==> src/rtl/seq_divider.sv <==
// seq_divider: sequential unsigned restoring divider, one quotient bit per clock.
//
// Ports:
//   clk        clock, all state updates on posedge
//   rst        synchronous reset, active-high, overrides start
//   start      request; only sampled while idle
//   dividend   DW-bit unsigned dividend, captured when start is accepted
//   divisor    VW-bit unsigned divisor, captured when start is accepted
//   busy       high while iterating
//   done       one-cycle pulse when quotient/remainder/div_zero become valid
//   quotient   DW-bit result, held until the next done pulse
//   remainder  VW-bit result, held until the next done pulse
//   div_zero   last operation had a zero divisor, held with the results
module seq_divider #(
   parameter int unsigned DW = 8,
   parameter int unsigned VW = 4
) (
   input  logic          clk,
   input  logic          rst,
   input  logic          start,
   input  logic [DW-1:0] dividend,
   input  logic [VW-1:0] divisor,
   output logic          busy,
   output logic          done,
   output logic [DW-1:0] quotient,
   output logic [VW-1:0] remainder,
   output logic          div_zero
);

   localparam int unsigned CW = (DW > 1) ? $clog2(DW) : 1;

   typedef enum logic [1:0] {StIdle, StCalc, StDone} state_t;

   state_t        state;
   logic [DW-1:0] q_sr;   // dividend shifts out MSB-first, quotient bits shift in at LSB
   logic [VW-1:0] d_r;
   logic [VW:0]   r_r;    // partial remainder with carry guard bit
   logic [CW-1:0] cnt;

   logic [VW:0]   r_shift;
   logic [VW+1:0] trial;
   logic [VW:0]   r_next;
   logic [DW-1:0] q_next;

   // One restoring step. r_r stays below the divisor between steps, so its guard
   // bit is zero and {r_r, msb} equals the left-shifted remainder; the extra
   // top bit of trial acts as the sign of the trial subtraction.
   always_comb begin
      r_shift = {r_r[VW-1:0], q_sr[DW-1]};
      trial   = {r_r, q_sr[DW-1]} - {2'b00, d_r};
      r_next  = r_shift;
      q_next  = {q_sr[DW-2:0], 1'b0};
      if (!trial[VW+1]) begin
         r_next = trial[VW:0];
         q_next = {q_sr[DW-2:0], 1'b1};
      end
   end

   always_ff @(posedge clk) begin
      if (rst) begin
         state     <= StIdle;
         q_sr      <= '0;
         d_r       <= '0;
         r_r       <= '0;
         cnt       <= '0;
         busy      <= 1'b0;
         done      <= 1'b0;
         quotient  <= '0;
         remainder <= '0;
         div_zero  <= 1'b0;
      end else begin
         done <= 1'b0;
         unique case (state)
            StIdle: begin
               if (start) begin
                  q_sr <= dividend;
                  d_r  <= divisor;
                  r_r  <= '0;
                  cnt  <= '0;
                  if (divisor == '0) begin
                     // No iterations: report saturated quotient immediately.
                     state     <= StDone;
                     done      <= 1'b1;
                     quotient  <= '1;
                     remainder <= '0;
                     div_zero  <= 1'b1;
                  end else begin
                     state <= StCalc;
                     busy  <= 1'b1;
                  end
               end
            end
            StCalc: begin
               q_sr <= q_next;
               r_r  <= r_next;
               cnt  <= cnt + 1'b1;
               if (cnt == CW'(DW - 1)) begin
                  // Last step: publish the results on the same edge as done.
                  state     <= StDone;
                  busy      <= 1'b0;
                  done      <= 1'b1;
                  quotient  <= q_next;
                  remainder <= r_next[VW-1:0];
                  div_zero  <= 1'b0;
               end
            end
            StDone: begin
               state <= StIdle;
            end
            default: begin
               state <= StIdle;
            end
         endcase
      end
   end

endmodule

==> config.mk <==
export PLATFORM = sky130hd
export DESIGN_NAME = seq_divider
export DESIGN_NICKNAME = d
export VERILOG_FILES = /design/src/rtl/seq_divider.sv
export SDC_FILE = /design/constraint.sdc
export NUM_CORES = 1
export LEC_CHECK = 0
export CAP_MARGIN = 25
export CORE_MARGIN = 10
export CORE_UTILIZATION = 50
export CTS_CLUSTER_DIAMETER = 100
export DETAILED_ROUTE_END_ITERATION = 16
export PLACE_DENSITY = 0.85
export SETUP_SLACK_MARGIN = 0.1
export SYNTH_ARGS = -nofsm -noshare
export SYNTH_HDL_FRONTEND = slang
export SYNTH_SLANG_ARGS = --single-unit
==> constraint.sdc <==
create_clock -name clk -period 2.6 [get_ports clk]
set_input_delay 0.39 -clock clk [delete_from_list [all_inputs] [get_ports clk]]
set_output_delay 0.39 -clock clk [all_outputs]
set_load 0.01 [all_outputs]
### Word level (Yosys, flattened, before mapping)

Cells that the tools add are included.

| cells by class | value |
|---|---|
| $add $sub $neg | 2 |
| equal/unequal tests | 6 |
| mux-type cells | 31 |
| reduce and logical (&&, ||, !) cells | 8 |

Operator list:

| operator | number |
|---|---|
| $mux 8 | 4 |
| $pmux 8 s2 | 2 |
| $mux 4 | 3 |
| $mux 5 | 2 |
| $pmux 5 s2 | 1 |
| $mux 1 | 9 |
| $ne 2x2->1 const B | 4 |
| $pmux 4 s2 | 1 |
| $reduce_and 4->1 | 2 |
| $mux 2 | 3 |
| $pmux 1 s2 | 3 |
| $pmux 3 s2 | 1 |
| $reduce_and 2->1 | 3 |
| $sub 6x4->6 | 1 |
| $logic_not 4->1 | 1 |
| $pmux 2 s2 | 1 |
| $add 3x1->3 const B | 1 |
| $eq 3x3->1 const B | 1 |
| $mux 3 | 1 |
| $eq 2x1->1 const B | 1 |
| $logic_not 2->1 | 1 |
| $reduce_bool 2->1 | 1 |

| storage, ports and cells | value |
|---|---|
| bits in registers | 37 |
| bits of input ports | 15 |
| output and inout port bits | 15 |

### Depth between registers and ports, before layout

| logic depth | value |
|---|---|
| depth in word-level cells | 4 |
| depth in mapped cells | 9 |
| gate-level depth less buffers | 9 |

### Worst setup path after synthesis

No wires, ideal clock.

| timing path | value |
|---|---|
| path type | register -> register |
| start point | register d_r[1] |
| end point | register r_r[1] |
| library setup time | 0.086 ns |
| data arrival time | 1.883 ns |
| required time | 2.514 ns |
| slack | 0.631 ns |
| cell stages (with the launch flop) | 8 |
| clock period less this slack | 1.969 ns |
| path through | dfxtp_1 > inv_1 > ha_1 > nor2b_1 > o31a_1 > o211ai_2 > mux2_2 > a211oi_1 |

| between the ends | value |
|---|---|
| longest elaborated chain between the ends | 3 |

Ends and longest elaborated chain:

| what | RTL line | source |
|---|---|---|
| start: declaration | 36 | `logic [VW-1:0] d_r;` |
| start signal: assignment | 77 | `d_r <= divisor;` |
| $sub 6x4->6 | 50 | `trial = {r_r, q_sr[DW-1]} - {2'b00, d_r};` |
| $mux 5 | 53 | `if (!trial[VW+1]) begin` |
| $pmux 5 s2 | 73 | `unique case (state)` |
| end signal: assignment | 95 | `r_r <= r_next;` |
| end: declaration | 37 | `logic [VW:0] r_r;` |

No other way between the ends.
A chain may end at the register's enable or synchronous reset.

### Final worst setup path

| timing path | value |
|---|---|
| start point | register d_r[1] |
| end point | register remainder[1] |

| between the ends | value |
|---|---|
| longest elaborated chain between the ends | 4 |

Ends and longest elaborated chain:

| what | RTL line | source |
|---|---|---|
| $sub 6x4->6 | 50 |  |
| $mux 5 | 53 |  |
| $mux 4 | 97 | `if (cnt == CW'(DW - 1)) begin` |
| $pmux 4 s2 | 73 |  |
| end signal: assignment | 103 | `remainder <= r_next[VW-1:0];` |
| end: declaration | 26 | `output logic [VW-1:0] remainder,` |

No other way between the ends. The select of a mux whose other input is x is not followed.

==> impl_metrics.ini <==
[sta]
slew_headroom = 0.611
setup_violations = 0
hold_viol = 0
tightest_slew_ns = 0.582
hold_slack_ns = 0.478
fin_tns_setup_ns = 0
drv_slew = 0
max_freq_mhz = 457
grt_setup_unrepaired = no
min_period_ns = 2.19
fin_crit_sh = 0.842
fin_skew_ns = 0.00617

[synth]
ys_seq_elements = 37
syn_area_um2 = 1800
synth_area_per_cell_um2 = 8.59
yosysTopAreaCell = dfxtp_1
synth-edff-count = 0
synth_area_leaders = dfxtp_1 41%, nor2_1 8.3%, a211oi_1 5.0%
synthCells = 210
ys_types = 45
yosys_warnings = 0
async_reset_ff_frac = 0
synth_top_area_frac = 0.411
syn_nets = 232
synth_flop_cell = dfxtp_1
yosysSeqAreaShare = 0.411

[clocking]
ctsHoldBuffers = 0
cts_root_buf = clkbuf_4
clockBufferDepth = 2
clock_sinks = 37
cts_buffers = 5
clk_latency_ns = 0.34
cts-resized-gates = 0
htreeDepth = 2
cts_tree = yes
post_cts_buffers = 0
clk_pin_slew_ns = 0.11

[routing]
drt_first_pass_iters = 4
via_per_inst = 5.42
drcViolationCount = 0
drtIter0Drc = 76
ant_nets = 0
via_count = 1546
post_drt_wl_per_cell_um = 13.8
wirelength_um = 3940

[placed_design]
dp_cells = 278
post_dp_cell_area_um2 = 2120
port_buffers = 29
globalplace.congestion = 0.839
place_hpwl_um = 2950

[run]
drv_cap = 0

[finish]
final_nets = 261
layoutNonFillerInstCount = 285
diodes = 0
final_cell_area_um2 = 2180
drive_gt1_frac = 0.113
synthToLayoutAreaGrowth_pct = 20.7

[power_and_ir_drop]
cellPowerDensity_nw_per_um2 = 546
power_leakage_uw = 0.000791
vdd_ir_drop_max_v = 0.000319

[critical_path]
start_kind = flop
cp.arrival_ns = 2.44
worstPathRequired_ns = 2.85
cp_max_fo = 5
worst-setup-path-type = flop to flop
end_kind = flop

[die]
rows = 21
fp.coreArea_um2 = 3420
die_area_um2 = 6410
ioPinCount = 30
start_util = 0.528
dieWidth_um = 80.1
die_h_um = 80.1

[global_routing]
grt_max_degree = 23
antenna_found_initial = 0
grt_overflow = 0
grt_pass1_vias = 1518
grt_pass1_wl_um = 6780
grt_use_total = 0.130

[run_status]
outcome = complete, no violations

[worst_hold_path]
hold_path_class = flop to flop
-- report_power, final --
part / switching (uW) / internal [uW]
Sequential: 24.9 / 598
Combinational: 135 / 114
Clock: 189 / 127
-- through the flow --
| stage | setup WS (ns) | util | power, uW |
|---|---|---|---|
| global route | 0.279 | 0.637 | 1250 |
| global placement | 0.400 | 0.620 | 878 |
| finish | 0.410 | 0.637 | 1190 |
| CTS | 0.397 | 0.637 | 1200 |
| floorplan | 0.631 | - | 808 |
| detailed placement | 0.312 | 0.620 | 885 |
-- worst max-delay path: stages (launching register included) --
cell,delay (ns)
dfxtp_1,0.33
inv_1,0.08
ha_1,0.29
nor2b_1,0.15
o31a_1,0.30
o211ai_2,0.35
mux2_2,0.39
a211oi_1,0.22
-- state kept, by name (all words and copies together) (netlist names) --
signal and cells:
busy 1, cnt 3, d_r 4, div_zero 1
done 1, q_sr 8, quotient 8, r_r 5
remainder 4, state 2
-- cell families after synthesis --
group / Yosys count / share of synthesized area
muxes: 4 / 0.0236
DFF: 37 / 0.411
buffers and inverters: 24 / 0.0666
AOI/OAI and AO/OA: 51 / 0.221
xor gates and xnor gates: 2 / 0.00971
adders and majority gates: 7 / 0.0527
and+or+nand+nor: 85 / 0.216
-- cells in the final DEF, fill, tap and decap left out, drive strengths merged, types with 2 or more instances in the layout --
master         synthesis  layout
a211oi                16      16
a21oi                  8       8
a22oi                  2       2
a311oi                 8       8
a31oi                  2       2
buf                    5       6
clkbuf                 8       6
clkdlybuf4s50          0      29
dfxtp                 37      37
ha                     6       6
inv                   11      11
mux2                   2       2
mux2i                  2       2
nand2                 21      21
nand2b                 3       3
nor2                  44      44
nor2b                  6       6
nor3                   2       2
nor3b                  2       2
o2111ai                2       2
o21ai                  4       4
o32ai                  3       3
-- worst paths after layout --
| kind | startpoint | endpoint | slack [ns] | cells past startpoint |
|---|---|---|---|---|
| hold reg to reg | remainder[3] | remainder[3] | 0.48 | 2 |
| hold / removal | remainder[3] | remainder[3] | 0.48 | 2 |
| setup reg to reg | d_r[1] | remainder[1] | 0.41 | 7 |
| setup / recovery | d_r[1] | remainder[1] | 0.41 | 7 |
-- cell type report --
| class | count | area, um2 |
|---|---|---|
| Clock inverter | 1 | 7.51 |
| Sequential cell | 37 | 741 |
| Fill cell | 298 | 1240 |
| Tap cell | 46 | 57.6 |
| Timing Repair Buffer | 35 | 335 |
| Clock buffer | 6 | 51.3 |
| Inverter | 11 | 41.3 |
| Multi-Input combinational cell | 149 | 943 |
-- metal layers --
layer / track usage / vias up / share of wire
met5: 0 / - / 0
met4: 0.0423 / 0 / 0.012
met3: 0.0490 / 7 / 0.053
met2: 0.225 / 22 / 0.49
met1: 0.143 / 720 / 0.45
li1: - / 797 / -
-- Yosys cell counts, types with 2 or more instances --
cell,number
a211oi_2,4
ha_1,6
o21ai_0,3
nor2b_1,6
clkbuf_1,8
buf_2,2
nand2b_1,3
inv_1,11
nor2_1,40
o2111ai_1,2
nand2_1,21
nor3_1,2
a311oi_1,8
a211oi_1,12
mux2i_1,2
o32ai_1,3
dfxtp_1,37
nor2_2,4
a31oi_1,2
a22oi_1,2
a21oi_1,7
mux2_2,2
No activity file was read; power rests on OpenSTA's default activity.
==> patch 1: new RTL, same flow settings <==
The parameter `DW` goes from 8 to 32.
--- a/src/rtl/seq_divider.sv
+++ b/src/rtl/seq_divider.sv
@@ -12,7 +12,7 @@
 //   remainder  VW-bit result, held until the next done pulse
 //   div_zero   last operation had a zero divisor, held with the results
 module seq_divider #(
-   parameter int unsigned DW = 8,
+   parameter int unsigned DW = 32,
    parameter int unsigned VW = 4
 ) (
    input  logic          clk,
Ports: changed (resized dividend and quotient); port bits go from 30 to 78. No check against the original RTL was run, so the function may have changed too.
==> patch 1 against the unedited design <==
- final area is 130% higher
- sequential cell count up 50
- non-clock buffer count grew 50
- die area grew 84%
- final cell count rose by 120%
- worst setup slack worse by 0.065 ns
- synthesized cell count up 120%
- synthesized area increased by 120%
- total power up 150%
- largest cell class unchanged
- utilization up 0.55 points
- clock skew increased by 0.00070 ns
- wire length increased by 140%
==> patch 1: results (changes against the unedited design) <==
| Metric | Value |
|---|---|
| Cts bufs inserted | 9 (+4) |
| Vias post-DR | 3361 (+120%) |
| Hold WS | 0.492 ns (+0.0143 ns) |
| Number of port buffers | 77 (+170%) |
| Hold path start | q_sr[3] |
| Worst slew pin tran | 0.811 ns (+0.229 ns) |
| Vias in the first global route | 3332 (+120%) |
| GRT Total Usage | 15.9% (+2.9 points) |
| Yosys warning count | 0 (unchanged) |
| Hold Path Sink | q_sr[4] |
| Initial detailed-routing violation count | 149 (+96%) |
| Worst min path class | reg -> reg |
| Commonest cells post-synth | 118 x nor2_1, 87 x dfxtp_1, 71 x nand2_1 |
| Root buffer cell | clkbuf_8 |
| Max incr delay on CP | 0.41 ns (+0.02 ns) |
| Ys async rst share | 0% (unchanged) |
| Detailed placer's ending HPWL | 6.51 mm (+120%) |
| Synth cell types | 43 (-4.4%) |
| Post-DR wirelength/cell | 15.1 um (+9.3%) |
| Hold-fix buffer count after cts | 0 (unchanged) |
| Postcts setup bufs | 0 (unchanged) |
| Internal | 2.11 mW (+150%) |
| Startpoint Class | flip-flop |
| Outcome | completed |
| CTS H-tree depth | 3 (+1) |
| Max IR drop VDD | 0.320 mV (+0.46%) |
| Largest net degree at the start of global routing | 68 (+200%) |
| Worst r2r dst | r_r[1] |
| Reg clk slew, reported paths | 0.08 ns (-0.03 ns) |
| Clk_skew | 0.00687 ns (+0.000696 ns) |
| Initial DRT Pass Iterations | 4 (unchanged) |
| Lkg Pwr | 1.77 nW (+120%) |
| CP arrival | 2.51 ns (+0.07 ns) |
| Post-CTS sizing | 0 (unchanged) |
| Global-route wire length before repair | 15.5 mm (+130%) |
| Area post-placement | 0.00474 sq mm (+120%) |
| Critical path fanouts, max | 5 (unchanged) |
| Ratio of cells with drive above 1 in the final layout | 12.7% (+1.4 points) |
| Register area share after synthesis | 44.4% (+3.3 points) |
| Layout net count | 560 (+110%) |
| Place WS | 0.215 ns (-0.0962 ns) |
| Placer congestion estimate | 0.755 (-9.9%) |
| Worst-Skew Late Latency | 0.35 ns |
| Top FF cell, synth | dfxtp_1 |
| Ranking of synthesized cells by area | dfxtp_1 44%, nor2_1 11%, a211oi_2 11% |
| Post-Syn Nets | 501 (+120%) |
| CP top delay family | compound AO/OA/AOI/OAI gates |
| Top flop regs | q_sr: 32 flops, quotient: 32 flops |
| Clk buf depth | 2 (unchanged) |
[patch 1: cell types whose count changed after synthesis, sizes merged, moves of 2 or more]
cell / unedited run / this run
nor2: 44 / 118
dfxtp: 37 / 87
nand2: 21 / 71
a211oi: 16 / 40
a311oi: 8 / 32
clkbuf: 8 / 24
buf: 5 / 13
inv: 11 / 7
xor2: 1 / 4
a21oi: 8 / 6
nor3b: 2 / 0
o32ai: 3 / 1
o41ai: 0 / 2
[patch 1: worst max path at each step]
stage / to / slack, ns / depth (start not counted)
after global routing: r_r[1] / 0.23 / 7
after CTS: r_r[1] / 0.34 / 7
after detailed placement: quotient[26] / 0.22 / 7
after global placement: quotient[0] / 0.30 / 7
after floorplan: r_r[1] / 0.62 / 7
final: r_r[1] / 0.34 / 7
[patch 1: final cells by class]
class                           instances  area, sq um
Fill cell                             648         2750
Multi-Input combinational cell        324         1980
Sequential cell                        87         1740
Timing Repair Buffer                   85          866
Clock buffer                           12          155
Tap cell                              102          128
Clock inverter                          3         42.5
Inverter                                7         26.3
[patch 1: kinds of logic (layout without fill, tap and decap cells)]
group                      Yosys count  count (layout)  share of synthesized area (%)
buffers and inverters               44             107                           5.58
muxes                                4               4                           1.08
DFF                                 87              87                           44.4
AOI/OAI and AO/OA                   98              98                           23.8
xor gates and xnor gates             4               4                          0.892
adders and majority gates            7               7                           2.42
and+or+nand+nor                    211             211                           21.9
[patch 1: worst reg2reg max path: cells and delay by family (launching register included)]
family	cells	cell delay, ns
buf+inv	1	0.07
fa+ha+maj	1	0.29
simple gates	1	0.16
compound gates	3	0.92
flops	1	0.31
mux	1	0.41
[patch 1: metal layers]
metal | track usage, % | routed length [um]
met1 | 18.9 | 4210
met2 | 26.0 | 4430
met3 | 5.89 | 584
met4 | 5.65 | 146
met5 | 0 | 0
[patch 1: per-stage QoR]
step	util, %	std cells
after CTS	64.3	620
after global routing	64.3	620
after global placement	61.7	605
final	64.3	620
after floorplan	-	455
after detailed placement	61.7	605
[patch 1: power by group through the flow]
stage	combinational [mW]	sequential, mW	clock, mW
floorplan	0.326	1.49	0
global placement	0.470	1.49	0
detailed placement	0.487	1.50	0
CTS	0.491	1.47	0.973
global route	0.546	1.48	1.03
finish	0.487	1.47	0.955
==> patch 2: new RTL, same settings <==
Made on the original files. Add an input register stage for `start`, `dividend` and `divisor`, without a reset; this delays them by one clock.
--- a/src/rtl/seq_divider.sv
+++ b/src/rtl/seq_divider.sv
@@ -30,6 +30,16 @@
    localparam int unsigned CW = (DW > 1) ? $clog2(DW) : 1;
 
    typedef enum logic [1:0] {StIdle, StCalc, StDone} state_t;
+
+   logic start_q;
+   logic [DW-1:0] dividend_q;
+   logic [VW-1:0] divisor_q;
+
+   always_ff @(posedge clk) begin
+      start_q    <= start;
+      dividend_q <= dividend;
+      divisor_q  <= divisor;
+   end
 
    state_t        state;
    logic [DW-1:0] q_sr;   // dividend shifts out MSB-first, quotient bits shift in at LSB
@@ -72,12 +82,12 @@
          done <= 1'b0;
          unique case (state)
             StIdle: begin
-               if (start) begin
-                  q_sr <= dividend;
-                  d_r  <= divisor;
+               if (start_q) begin
+                  q_sr <= dividend_q;
+                  d_r  <= divisor_q;
                   r_r  <= '0;
                   cnt  <= '0;
-                  if (divisor == '0) begin
+                  if (divisor_q == '0) begin
                      // No iterations: report saturated quotient immediately.
                      state     <= StDone;
                      done      <= 1'b1;
Behaviour: not the same (a bounded check fails within 4 cycles, from zero or initial values and one cycle with rst high).
==> patch 2 against the unedited design <==
- worst setup slack improved by 0.095 ns
- sequential cell count increased by 13
- non-clock buffer count decreased by 2
- wire length increased by 9.0%
- total power increased by 40%
- utilization increased by 0.86 points
- synthesized area increased by 11%
- critical path depth unchanged
- highest routed layer unchanged
- final cell count increased by 2.5%
- final area increased by 12%
==> patch 2: results (changes against the unedited design) <==
| Metric | Value |
|---|---|
| Outcome | completed |
| Layout net count | 265 (+1.5%) |
| Metal2 WL | 1.97 mm (+2.6%) |
| Met1 Use GR | 14.6% (+0.28 points) |
| Worst-Skew Late Latency | 0.31 ns (-0.03 ns) |
| # fillers | 300 (+0.67%) |
| Multi-input logic area | 911 sq um (-3.4%) |
| Placed cells | 284 (+2.2%) |
| Hold Path Sink | d_r[3] |
| Fmax | 477 MHz (+4.5%) |
| Initial detailed-routing violation count | 141 (+86%) |
| M1 WL | 1.93 mm (+9.2%) |
| Metal3 WL | 304 um (+46%) |
| ClkCell Share | 4.83% (+2.1 points) |
| Mapped Cells | 214 (+1.9%) |
| Hold path start | d_r[3] |
| Place WS | 0.522 ns (+0.210 ns) |
| Multi-Input Combinational | 146 (-2.0%) |
| Count of non-CTS inverters in the layout | 7 (-4) |
| Top flop regs | dividend_q: 8 flops, q_sr: 8 flops, quotient: 8 flops |
| Commonest cells post-synth | 50 x dfxtp_1, 33 x nor2_1, 30 x nand2_1 |
| Met2 usage | 18.7% (-3.8 points) |
| Ratio of cells with drive above 1 in the final layout | 10.2% (-1.1 points) |
| Max IR drop VDD | 0.479 mV (+50%) |
| Final wirelength | 4.30 mm (+9.0%) |
| Max-Slew Margin vs Limit | 53.4% (-7.7 points) |
| Pwr Density | 683 mW/mm^2 (+25%) |
| Post-Syn Nets | 236 (+1.7%) |
| End of the critical path | r_r[1] |
| Detailed placer's ending HPWL | 3.09 mm (+4.7%) |
| Global-route wire length before repair | 7.11 mm (+4.9%) |
| Synth cell types | 43 (-4.4%) |
| Worst reg2reg setup slack | 0.50 ns (+0.09 ns) |
| Placer congestion estimate | 0.792 (-5.6%) |
| NonClk Buf Share | 13.1% (-2.3 points) |
| Num Clock Sinks | 50 (+35%) |
| Area post-placement | 0.00232 sq mm (+9.5%) |
| GR Util met3 | 4.30% (-0.60 points) |
| Storage cell area | 0.00100 sq mm (+35%) |
| Largest net degree at the start of global routing | 24 (+4.3%) |
| Internal | 1.22 mW (+46%) |
| Hold WS | 0.459 ns (-0.0195 ns) |
| Vias per std cell | 5.47 (+0.76%) |
| Clk_skew | 0.00952 ns (+0.00335 ns) |
| Root buffer cell | clkbuf_8 |
| Lkg Pwr | 0.915 nW (+16%) |
## patch 2: cell families (layout without fill, tap and decap cells)
| group | Yosys count | count (layout) | synth area share (%) |
|---|---|---|---|
| AND/OR/NAND/NOR | 78 | 78 | 16.9 |
| AO/OA/AOI/OAI | 56 | 56 | 21.5 |
| flip-flops | 50 | 50 | 50.2 |
| buffers and inverters | 18 | 48 | 4.20 |
| adder cells (fa/ha/maj) | 7 | 7 | 4.76 |
| multiplexers | 3 | 3 | 1.63 |
| XOR/XNOR | 2 | 2 | 0.878 |
## patch 2: worst max-delay path: stages, from the launching register on
cell and delay, ns:
dfxtp_1 0.33, inv_1 0.08, ha_1 0.32, nor2b_1 0.15, o2111a_1 0.26, a211oi_4 0.28, mux2_2 0.39, a211oi_1 0.21
## patch 2: power by group through the flow
stage	clock network (mW)	logic, mW	registers, mW
finish	0.563	0.264	0.837
global route	0.593	0.292	0.843
CTS	0.568	0.261	0.836
detailed placement	0	0.259	0.853
global placement	0	0.251	0.851
floorplan	0	0.190	0.847
